## src/rtl/mutex_lock_master_if.sv

```systemverilog
// +--------------------------------------------------------------------------+
// | mutex_lock_master_if : Avalon-MM bus between mutex master and mutex slave |
// | rev 1.0                                                                  |
// +--------------------------------------------------------------------------+
`default_nettype none

interface mutex_lock_master_if;
  logic [31:0] m_address;
  logic        m_read;
  logic        m_write;
  logic [31:0] m_writedata;
  logic [3:0]  m_byteenable;
  logic [31:0] m_readdata;
  logic        m_waitrequest;

  modport master (
    output m_address, m_read, m_write, m_writedata, m_byteenable,
    input  m_readdata, m_waitrequest
  );

  modport slave (
    input  m_address, m_read, m_write, m_writedata, m_byteenable,
    output m_readdata, m_waitrequest
  );
endinterface

`default_nettype wire

```

## src/rtl/mutex_lock_master.sv

```systemverilog
// +--------------------------------------------------------------------------+
// | mutex_lock_master : acquires/releases a hardware mutex for a req/grant    |
// | client via write / read-back / backoff-retry on an Avalon-MM master. r1.0 |
// +--------------------------------------------------------------------------+
`default_nettype none

module mutex_lock_master #(
  parameter logic [15:0] OWNER_ID       = 16'h0001,
  parameter logic [15:0] LOCK_VALUE     = 16'h0001,
  parameter logic [31:0] BASE_ADDR      = 32'h0,
  parameter int          BACKOFF_CYCLES = 16,
  parameter logic [7:0]  MAX_RETRIES    = 8'd0
) (
  input  wire logic            clk,
  input  wire logic            reset_n,
  mutex_lock_master_if.master  bus,
  input  wire logic            lock_req,
  output logic                 lock_grant,
  output logic                 lock_fail,
  output logic                 busy
);

  typedef enum logic [2:0] {
    S_IDLE    = 3'd0,
    S_ACQ_WR  = 3'd1,
    S_ACQ_RD  = 3'd2,
    S_BACKOFF = 3'd3,
    S_HELD    = 3'd4,
    S_REL_WR  = 3'd5,
    S_FAIL    = 3'd6
  } state_t;

  localparam logic [31:0] ACQ_WORD     = {OWNER_ID, LOCK_VALUE};
  localparam logic [31:0] REL_WORD     = {OWNER_ID, 16'h0000};
  localparam logic [15:0] BACKOFF_LOAD = 16'(BACKOFF_CYCLES - 1);

  state_t      state, state_nxt;
  logic [7:0]  retry_cnt, retry_nxt;
  logic [15:0] backoff_cnt, backoff_nxt;
  logic        wr_nxt, rd_nxt;
  logic [31:0] wdata_nxt;
  logic        xfer_done;

  assign xfer_done        = (bus.m_read | bus.m_write) & ~bus.m_waitrequest;
  assign bus.m_address    = BASE_ADDR;
  assign bus.m_byteenable = 4'hF;

  always_comb begin
    state_nxt   = state;
    retry_nxt   = retry_cnt;
    backoff_nxt = backoff_cnt;
    case (state)
      S_IDLE: begin
        if (lock_req) begin
          retry_nxt = 8'd0;
          state_nxt = S_ACQ_WR;
        end
      end
      S_ACQ_WR: begin
        // A started Avalon write cannot be aborted; a dropped request turns into a release.
        if (xfer_done) state_nxt = lock_req ? S_ACQ_RD : S_REL_WR;
      end
      S_ACQ_RD: begin
        if (xfer_done) begin
          if (bus.m_readdata == ACQ_WORD) begin
            state_nxt = S_HELD;
          end else begin
            retry_nxt = (retry_cnt == 8'hFF) ? retry_cnt : retry_cnt + 8'd1;
            if ((MAX_RETRIES != 8'd0) && (retry_nxt == MAX_RETRIES)) begin
              state_nxt = S_FAIL;
            end else begin
              state_nxt   = S_BACKOFF;
              backoff_nxt = BACKOFF_LOAD;
            end
          end
        end
      end
      S_BACKOFF: begin
        if (!lock_req)                state_nxt   = S_IDLE;
        else if (backoff_cnt == 16'd0) state_nxt   = S_ACQ_WR;
        else                          backoff_nxt = backoff_cnt - 16'd1;
      end
      S_HELD:   if (!lock_req) state_nxt = S_REL_WR;
      S_REL_WR: if (xfer_done) state_nxt = S_IDLE;
      S_FAIL:   if (!lock_req) state_nxt = S_IDLE;
      default:  state_nxt = S_IDLE;
    endcase
  end

  // Strobes are registered from the next state so they stay put across waitrequest stalls.
  always_comb begin
    wr_nxt    = (state_nxt == S_ACQ_WR) || (state_nxt == S_REL_WR);
    rd_nxt    = (state_nxt == S_ACQ_RD);
    wdata_nxt = bus.m_writedata;
    if (state_nxt == S_ACQ_WR)      wdata_nxt = ACQ_WORD;
    else if (state_nxt == S_REL_WR) wdata_nxt = REL_WORD;
  end

  always_ff @(posedge clk or negedge reset_n) begin
    if (!reset_n) begin
      state           <= S_IDLE;
      retry_cnt       <= 8'd0;
      backoff_cnt     <= 16'd0;
      bus.m_read      <= 1'b0;
      bus.m_write     <= 1'b0;
      bus.m_writedata <= 32'h0;
    end else begin
      state           <= state_nxt;
      retry_cnt       <= retry_nxt;
      backoff_cnt     <= backoff_nxt;
      bus.m_read      <= rd_nxt;
      bus.m_write     <= wr_nxt;
      bus.m_writedata <= wdata_nxt;
    end
  end

  assign lock_grant = (state == S_HELD);
  assign lock_fail  = (state == S_FAIL);
  assign busy       = (state == S_ACQ_WR) || (state == S_ACQ_RD) ||
                      (state == S_BACKOFF) || (state == S_REL_WR);

endmodule

`default_nettype wire

```

## src/flat_wrapper.sv

```systemverilog
// flat-port wrapper written by rule: the top's interface ports become plain ports
module mutex_lock_master_flat 
#(
  parameter logic [15:0] OWNER_ID       = 16'h0001,
  parameter logic [15:0] LOCK_VALUE     = 16'h0001,
  parameter logic [31:0] BASE_ADDR      = 32'h0,
  parameter int          BACKOFF_CYCLES = 16,
  parameter logic [7:0]  MAX_RETRIES    = 8'd0
)
  (clk, reset_n, lock_req, lock_grant, lock_fail, busy, bus_m_address, bus_m_read, bus_m_write, bus_m_writedata, bus_m_byteenable, bus_m_readdata, bus_m_waitrequest);
  mutex_lock_master_if bus_i ();
  input  wire logic clk;
  input  wire logic reset_n;
  input  wire logic lock_req;
  output logic lock_grant;
  output logic lock_fail;
  output logic busy;
  output wire logic [$bits(bus_i.m_address)-1:0] bus_m_address;
  output wire logic [$bits(bus_i.m_read)-1:0] bus_m_read;
  output wire logic [$bits(bus_i.m_write)-1:0] bus_m_write;
  output wire logic [$bits(bus_i.m_writedata)-1:0] bus_m_writedata;
  output wire logic [$bits(bus_i.m_byteenable)-1:0] bus_m_byteenable;
  input wire logic [$bits(bus_i.m_readdata)-1:0] bus_m_readdata;
  input wire logic [$bits(bus_i.m_waitrequest)-1:0] bus_m_waitrequest;
  assign bus_m_address = bus_i.m_address;
  assign bus_m_read = bus_i.m_read;
  assign bus_m_write = bus_i.m_write;
  assign bus_m_writedata = bus_i.m_writedata;
  assign bus_m_byteenable = bus_i.m_byteenable;
  assign bus_i.m_readdata = bus_m_readdata;
  assign bus_i.m_waitrequest = bus_m_waitrequest;
  mutex_lock_master #(.OWNER_ID(OWNER_ID), .LOCK_VALUE(LOCK_VALUE), .BASE_ADDR(BASE_ADDR), .BACKOFF_CYCLES(BACKOFF_CYCLES), .MAX_RETRIES(MAX_RETRIES)) u_core (.clk(clk), .reset_n(reset_n), .bus(bus_i), .lock_req(lock_req), .lock_grant(lock_grant), .lock_fail(lock_fail), .busy(busy));
endmodule
```

## config.mk

```make
export PLATFORM = sky130hd
export DESIGN_NAME = mutex_lock_master_flat
export DESIGN_NICKNAME = d
export VERILOG_FILES = /design/src/rtl/mutex_lock_master_if.sv /design/src/rtl/mutex_lock_master.sv /design/src/flat_wrapper.sv
export SDC_FILE = /design/constraint.sdc
export NUM_CORES = 1
export LEC_CHECK = 0
export BUFFER_PORTS_ARGS = -buffer_cell sky130_fd_sc_hd__buf_2
export CAP_MARGIN = 10
export CORE_MARGIN = 2
export CORE_UTILIZATION = 39
export CTS_CLUSTER_SIZE = 40
export DETAILED_ROUTE_END_ITERATION = 10
export PLACE_DENSITY = 0.77
export SKIP_CTS_REPAIR_TIMING = 1
export SYNTH_ARGS = -nofsm -noshare
export SYNTH_HDL_FRONTEND = slang
export SYNTH_SLANG_ARGS = --single-unit
```

## constraint.sdc

```tcl
create_clock -name clk -period 2 [get_ports clk]
set_input_delay 0.4 -clock clk [delete_from_list [all_inputs] [get_ports clk]]
set_output_delay 0.4 -clock clk [all_outputs]
set_load 0.01 [all_outputs]
```

== Yosys cells after proc, flatten, opt, wreduce, memory -nomap -nowiden ==
Cells that the tools add are included.
Word-level totals
  register bits: 53
  input port bits: 36
  output and inout bits: 73
  word-level logic and storage cells: 50
Operators by class
  add/subtract/negate cells: 1
  equality and inequality tests: 14
  multiplexer cells: 18
  bitwise gates (word level): 3
  reduce and logical (&&, ||, !) cells: 9
Operators with widths (count)
  16-bit 2-to-1 mux: 4
  32-bit 2-to-1 mux: 2
  32-bit by 17-bit equality test with 1-bit output (second input constant): 1
  16-bit one-hot mux with 2 select lines: 1
  3-bit 2-to-1 mux: 10
  3-bit one-hot mux with 7 select lines: 1
  16-bit zero test: 1
  16-bit by 1-bit subtractor with 16-bit output (second input constant): 1
  3-bit equality test (second input constant): 4
  3-bit by 2-bit equality test with 1-bit output (second input constant): 3
  3-bit by 1-bit equality test with 1-bit output (second input constant): 2
  2-bit != test (second input constant): 3
  5-bit AND reduction: 1
  1-bit logical OR: 4
  2-bit nonzero test: 2
  3-bit zero test: 1
  2-bit by 1-bit != test with 1-bit output (second input constant): 1
  1-bit bitwise AND: 1
  1-bit inverter: 1
  1-bit bitwise OR: 1

== Longest topological paths before layout ==
  depth in word-level cells: 7
  mapped depth: 8
  depth with buffers taken out: 8

== Worst setup path before layout ==
OpenSTA, ideal clock, no wires.
  path kind: register -> register
  start point: reg u_core.backoff_cnt[0]
  end point: reg u_core.backoff_cnt[4]
  library setup time: 0.126 ns
  data arrival time: 2.024 ns
  required time: 1.874 ns
  path slack: -0.150 ns
  cell stages (with the launch flop): 9
  path buffers: 0
  period minus slack after synthesis: 2.150 ns
  cells stage by stage: dfrtp_1 inv_1 ha_1 nor3b_1 and4b_2 nor4b_1 nor2b_1 xnor2_1 nor2_1
On the way
  cells in the longest elaborated chain, start to end: 4
  elaborated cells between the ends (all ways): 7
  classes of those cells: 1 x add/sub; 1 x eq/ne; 3 x mux; 2 x reduce/logical
RTL lines
  start, declared: line mutex_lock_master.sv:39  | logic [15:0] backoff_cnt, backoff_nxt;
  start signal, assigned: line mutex_lock_master.sv:110  | backoff_cnt <= backoff_nxt;
  16-bit by 1-bit subtractor with 16-bit output: line mutex_lock_master.sv:81  | else backoff_nxt = backoff_cnt - 16'd1;
  16-bit 2-to-1 mux: line mutex_lock_master.sv:80  | else if (backoff_cnt == 16'd0) state_nxt = S_ACQ_WR;
  16-bit 2-to-1 mux: line mutex_lock_master.sv:79  | if (!lock_req) state_nxt = S_IDLE;
  16-bit one-hot mux with 2 select lines: line mutex_lock_master.sv:52  | case (state)
Several ways; a longest one is shown, not always the timed one. The select of a mux whose other input is x is not followed.
A chain may end at the register's enable or synchronous reset.

== Worst setup path in the final report ==
  start point: reg u_core.backoff_cnt[5]
  end point: reg u_core.bus.m_writedata[0]
On the way
  cells in the longest elaborated chain, start to end: 6
  elaborated cells between the ends (all ways): 8
  classes of those cells: 2 x eq/ne; 4 x mux; 2 x reduce/logical
RTL lines
  16-bit zero test *: line mutex_lock_master.sv:80
  3-bit 2-to-1 mux *: line mutex_lock_master.sv:80
  3-bit 2-to-1 mux *: line mutex_lock_master.sv:79
  3-bit one-hot mux with 7 select lines *: line mutex_lock_master.sv:52
  net u_core.state_nxt[1]: line mutex_lock_master.sv:37  | state_t state, state_nxt;
  3-bit by 1-bit equality test with 1-bit output or 3-bit equality test (tied branches): line mutex_lock_master.sv:95, mutex_lock_master.sv:96
  32-bit 2-to-1 mux or 2-bit nonzero test (tied branches)
  end signal, assigned: line mutex_lock_master.sv:113  | bus.m_writedata <= wdata_nxt;
  end, declared: line mutex_lock_master_if.sv:17  | output m_address, m_read, m_write, m_writedata, m_byteenable,
The timed path passes the listed nets; every way through them passes the cells marked *.

==> results.json <==
{
  "layout_setup_ws_ps": -51.9,
  "peakVddDrop_mv": 0.559,
  "clkTransAtPathRegs_ps": 90,
  "grt_max_degree": 24,
  "p_int_mw": 1.34,
  "leakagePower_nw": 1.06,
  "row_count": 24,
  "worst_slew_pin_slew_ps": 575,
  "clockPowerShare": 0.129,
  "synthAdderAreaFrac": 0.00696,
  "grt_pass1_wl_mm": 5.00,
  "worstSetupStartpoint": "u_core.backoff_cnt[5]",
  "drc": 0,
  "cp_max_fo": 4,
  "synth_top_family_by_area": "buffers and inverters",
  "synth.area.mux_share": 0.00557,
  "ys_seq_area_frac": 0.320,
  "die_area_um2": 5170,
  "synth.avg_cell_area_um2": 8.64,
  "port_buffers": 42,
  "crit-reg2reg-launch": "u_core.backoff_cnt[5]",
  "worstSetupPathType": "flop to flop",
  "syn_area_um2": 1800,
  "timing.rr.end": "u_core.bus.m_writedata[0]",
  "h-tree-depth": 1,
  "initial_utilization": 0.410,
  "cts_tree": "yes",
  "yosysTopAreaCell": "dfrtp_1",
  "finalSetupTns_ps": -62.3,
  "critPathCaptureType": "flop",
  "synthFlopType": "dfrtp_1",
  "violations": "setup timing",
  "globalplace.congestion": 0.812,
  "fp.dieW_um": 71.9,
  "wirelength_mm": 3.40,
  "synthArstFlopShare": 1.00,
  "synthToLayoutAreaGrowth_pct": 14.1,
  "drtIter0Drc": 31,
  "fill_cells": 426,
  "hpwl_mm": 2.52,
  "yosys_warnings": 0,
  "die_h_um": 71.9,
  "seqCellArea_um2": 576,
  "dp.cells": 309,
  "p_seq_frac": 0.346,
  "dr_total_vias": 1438,
  "holdWs_ps": 92.7,
  "multi_input_area_um2": 977,
  "power_frac_comb": 0.524,
  "antenna_left": 0,
  "cap_viol_max_count": 0,
  "core-area_um2": 4380,
  "synth_top_area_share": 0.320,
  "grt_overflow": 0,
  "fin_cells": 318,
  "cts_root_buf": "clkbuf_8",
  "finish.utilization": 0.468,
  "r2r_cells": 6,
  "synth_seq_cells": 23,
  "clkLatencyLatePin_ps": 270,
  "r2r_setup_slack_ps": -50,
  "antenna_cells": 0,
  "drv_slew": 0,
  "antenna_found_initial": 0,
  "synthSimpleGateAreaFrac": 0.226,
  "place_ws_ps": -117,
  "clock_sinks": 23,
  "dr.pass1.iters": 4,
  "cts_inserted_buffers": 3,
  "synth_compound_area_frac": 0.0689,
  "fin_nets": 304,
  "synth.distinct_cells": 36,
  "fin_worst_skew_ps": 5.84,
  "synth_top_cells_by_area": "dfrtp_1, buf_4, xor2_1",
  "via_per_inst": 4.52,
  "setup_viol": 3,
  "critPathLaunchType": "flop",
  "avgRoutedWirePerCell_um": 10.7,
  "switchingPower_mw": 0.920,
  "fin_crit_ps": 2050,
  "status": "complete, but fails checks",
  "min_path_type": "input pin to async pin",
  "power_density_nw_per_um2": 1100,
  "min_period_over_period": 1.03,
  "post_route_cells_drive_above_1_share": 0.297,
  "synthCells": 208,
  "swShare": 0.407,
  "cts.path.max_buffers": 2,
  "critical_path_required_ps": 2130,
  "fmax_ghz": 0.487,
  "maxSlewHeadroom": 0.610,
  "hold_violations": 0,
  "pin_count": 109,
  "synth_edf_count": 0,
  "yosys.area_share.xor_xnor": 0.0682,
  "rsz0062_at_grt": "yes",
  "grt_usage": 0.119,
  "critPathArrivalTime_ps": 2190,
  "grt_pass1_vias": 1212
}
-- cells in the mapped netlist, types with 4 or more instances --
| cell | count |
|---|---|
| buf_4 | 66 |
| dfrtp_1 | 23 |
| nor2_1 | 19 |
| xor2_1 | 11 |
| nor4_1 | 10 |
| nand2_1 | 9 |
| a21oi_1 | 8 |
| clkbuf_1 | 5 |
| inv_1 | 5 |
| nor3_1 | 5 |
| nor2b_1 | 4 |
-- per-layer routing --
layer,vias up,wire length [µm],track usage
met5,-,0,0
met4,0,24,0.0335
met3,4,286,0.0141
met2,80,1780,0.221
met1,670,1300,0.143
li1,684,-,-
-- cells by family (layout without fill, tap and decap cells) --
kind of cell | count (synthesis) | after routing
compound gates | 19 | 19
xor+xnor | 14 | 14
fa+ha+maj | 1 | 1
buf+inv | 77 | 71
flops | 23 | 23
mux | 1 | 1
other cells | 2 | 66
simple gates | 71 | 71
-- worst max-delay path, stage by stage (launching register included) --
cell      delay, ps
dfrtp_1         400
or4_4           520
and4b_2         350
o31ai_2          70
a311o_1         280
nand2b_4        160
mux2i_1         130
-- power groups by stage --
| stage | logic [mW] | clock network [mW] | registers [mW] |
|---|---|---|---|
| 6_report | 1.19 | 0.292 | 0.783 |
| 5_1_grt | 1.31 | 0.320 | 0.802 |
| 3_3_place_gp | 1.01 | 0 | 0.778 |
| 4_1_cts | 1.04 | 0.293 | 0.776 |
| 2_1_floorplan | 0.774 | 0 | 0.766 |
| 3_5_place_dp | 1.03 | 0 | 0.783 |
-- stage by stage --
step | power [mW] | area [µm²]
6_report | 2.26 | 2050
5_1_grt | 2.43 | 2050
4_1_cts | 2.11 | 1960
3_5_place_dp | 1.82 | 1910
3_3_place_gp | 1.79 | 1910
2_1_floorplan | 1.54 | 2040
-- layout by cell type, fill, tap and decap left out, types with 4 or more instances in the layout --
cell type,n
nor2_1,19
xor2_1,11
nor4_1,10
a21oi_1,8
buf_2,42
nand2_1,8
buf_4,18
dfrtp_1,23
nor3_1,4
conb_1,66
-- flip-flops by register name (all words and copies together) (netlist names) --
| register | cells |
|---|---|
| u_core.bus.m_writedata | 2 |
| u_core.bus.m_write | 1 |
| u_core.backoff_cnt | 16 |
| u_core.state | 3 |
| u_core.bus.m_read | 1 |
-- cell type report --
type | instances | share of cell area
multi-input cells | 172 | 0.477
flip-flops and latches | 23 | 0.281
repair buffers | 62 | 0.179
well taps | 52 | 0.0317
clock buffers | 3 | 0.0201
inverters | 5 | 0.00915
clock inverters | 1 | 0.00244
-- how the worst max path moves through the flow --
stage,endpoint,cells past startpoint
6_report,u_core.bus.m_writedata[0],6
5_1_grt,u_core.bus.m_writedata[0],6
4_1_cts,u_core.bus.m_writedata[0],6
3_5_place_dp,u_core.bus.m_writedata[0],6
3_3_place_gp,u_core.bus.m_writedata[0],6
2_1_floorplan,u_core.bus.m_writedata[0],6
(Power assumes the default switching activity.)
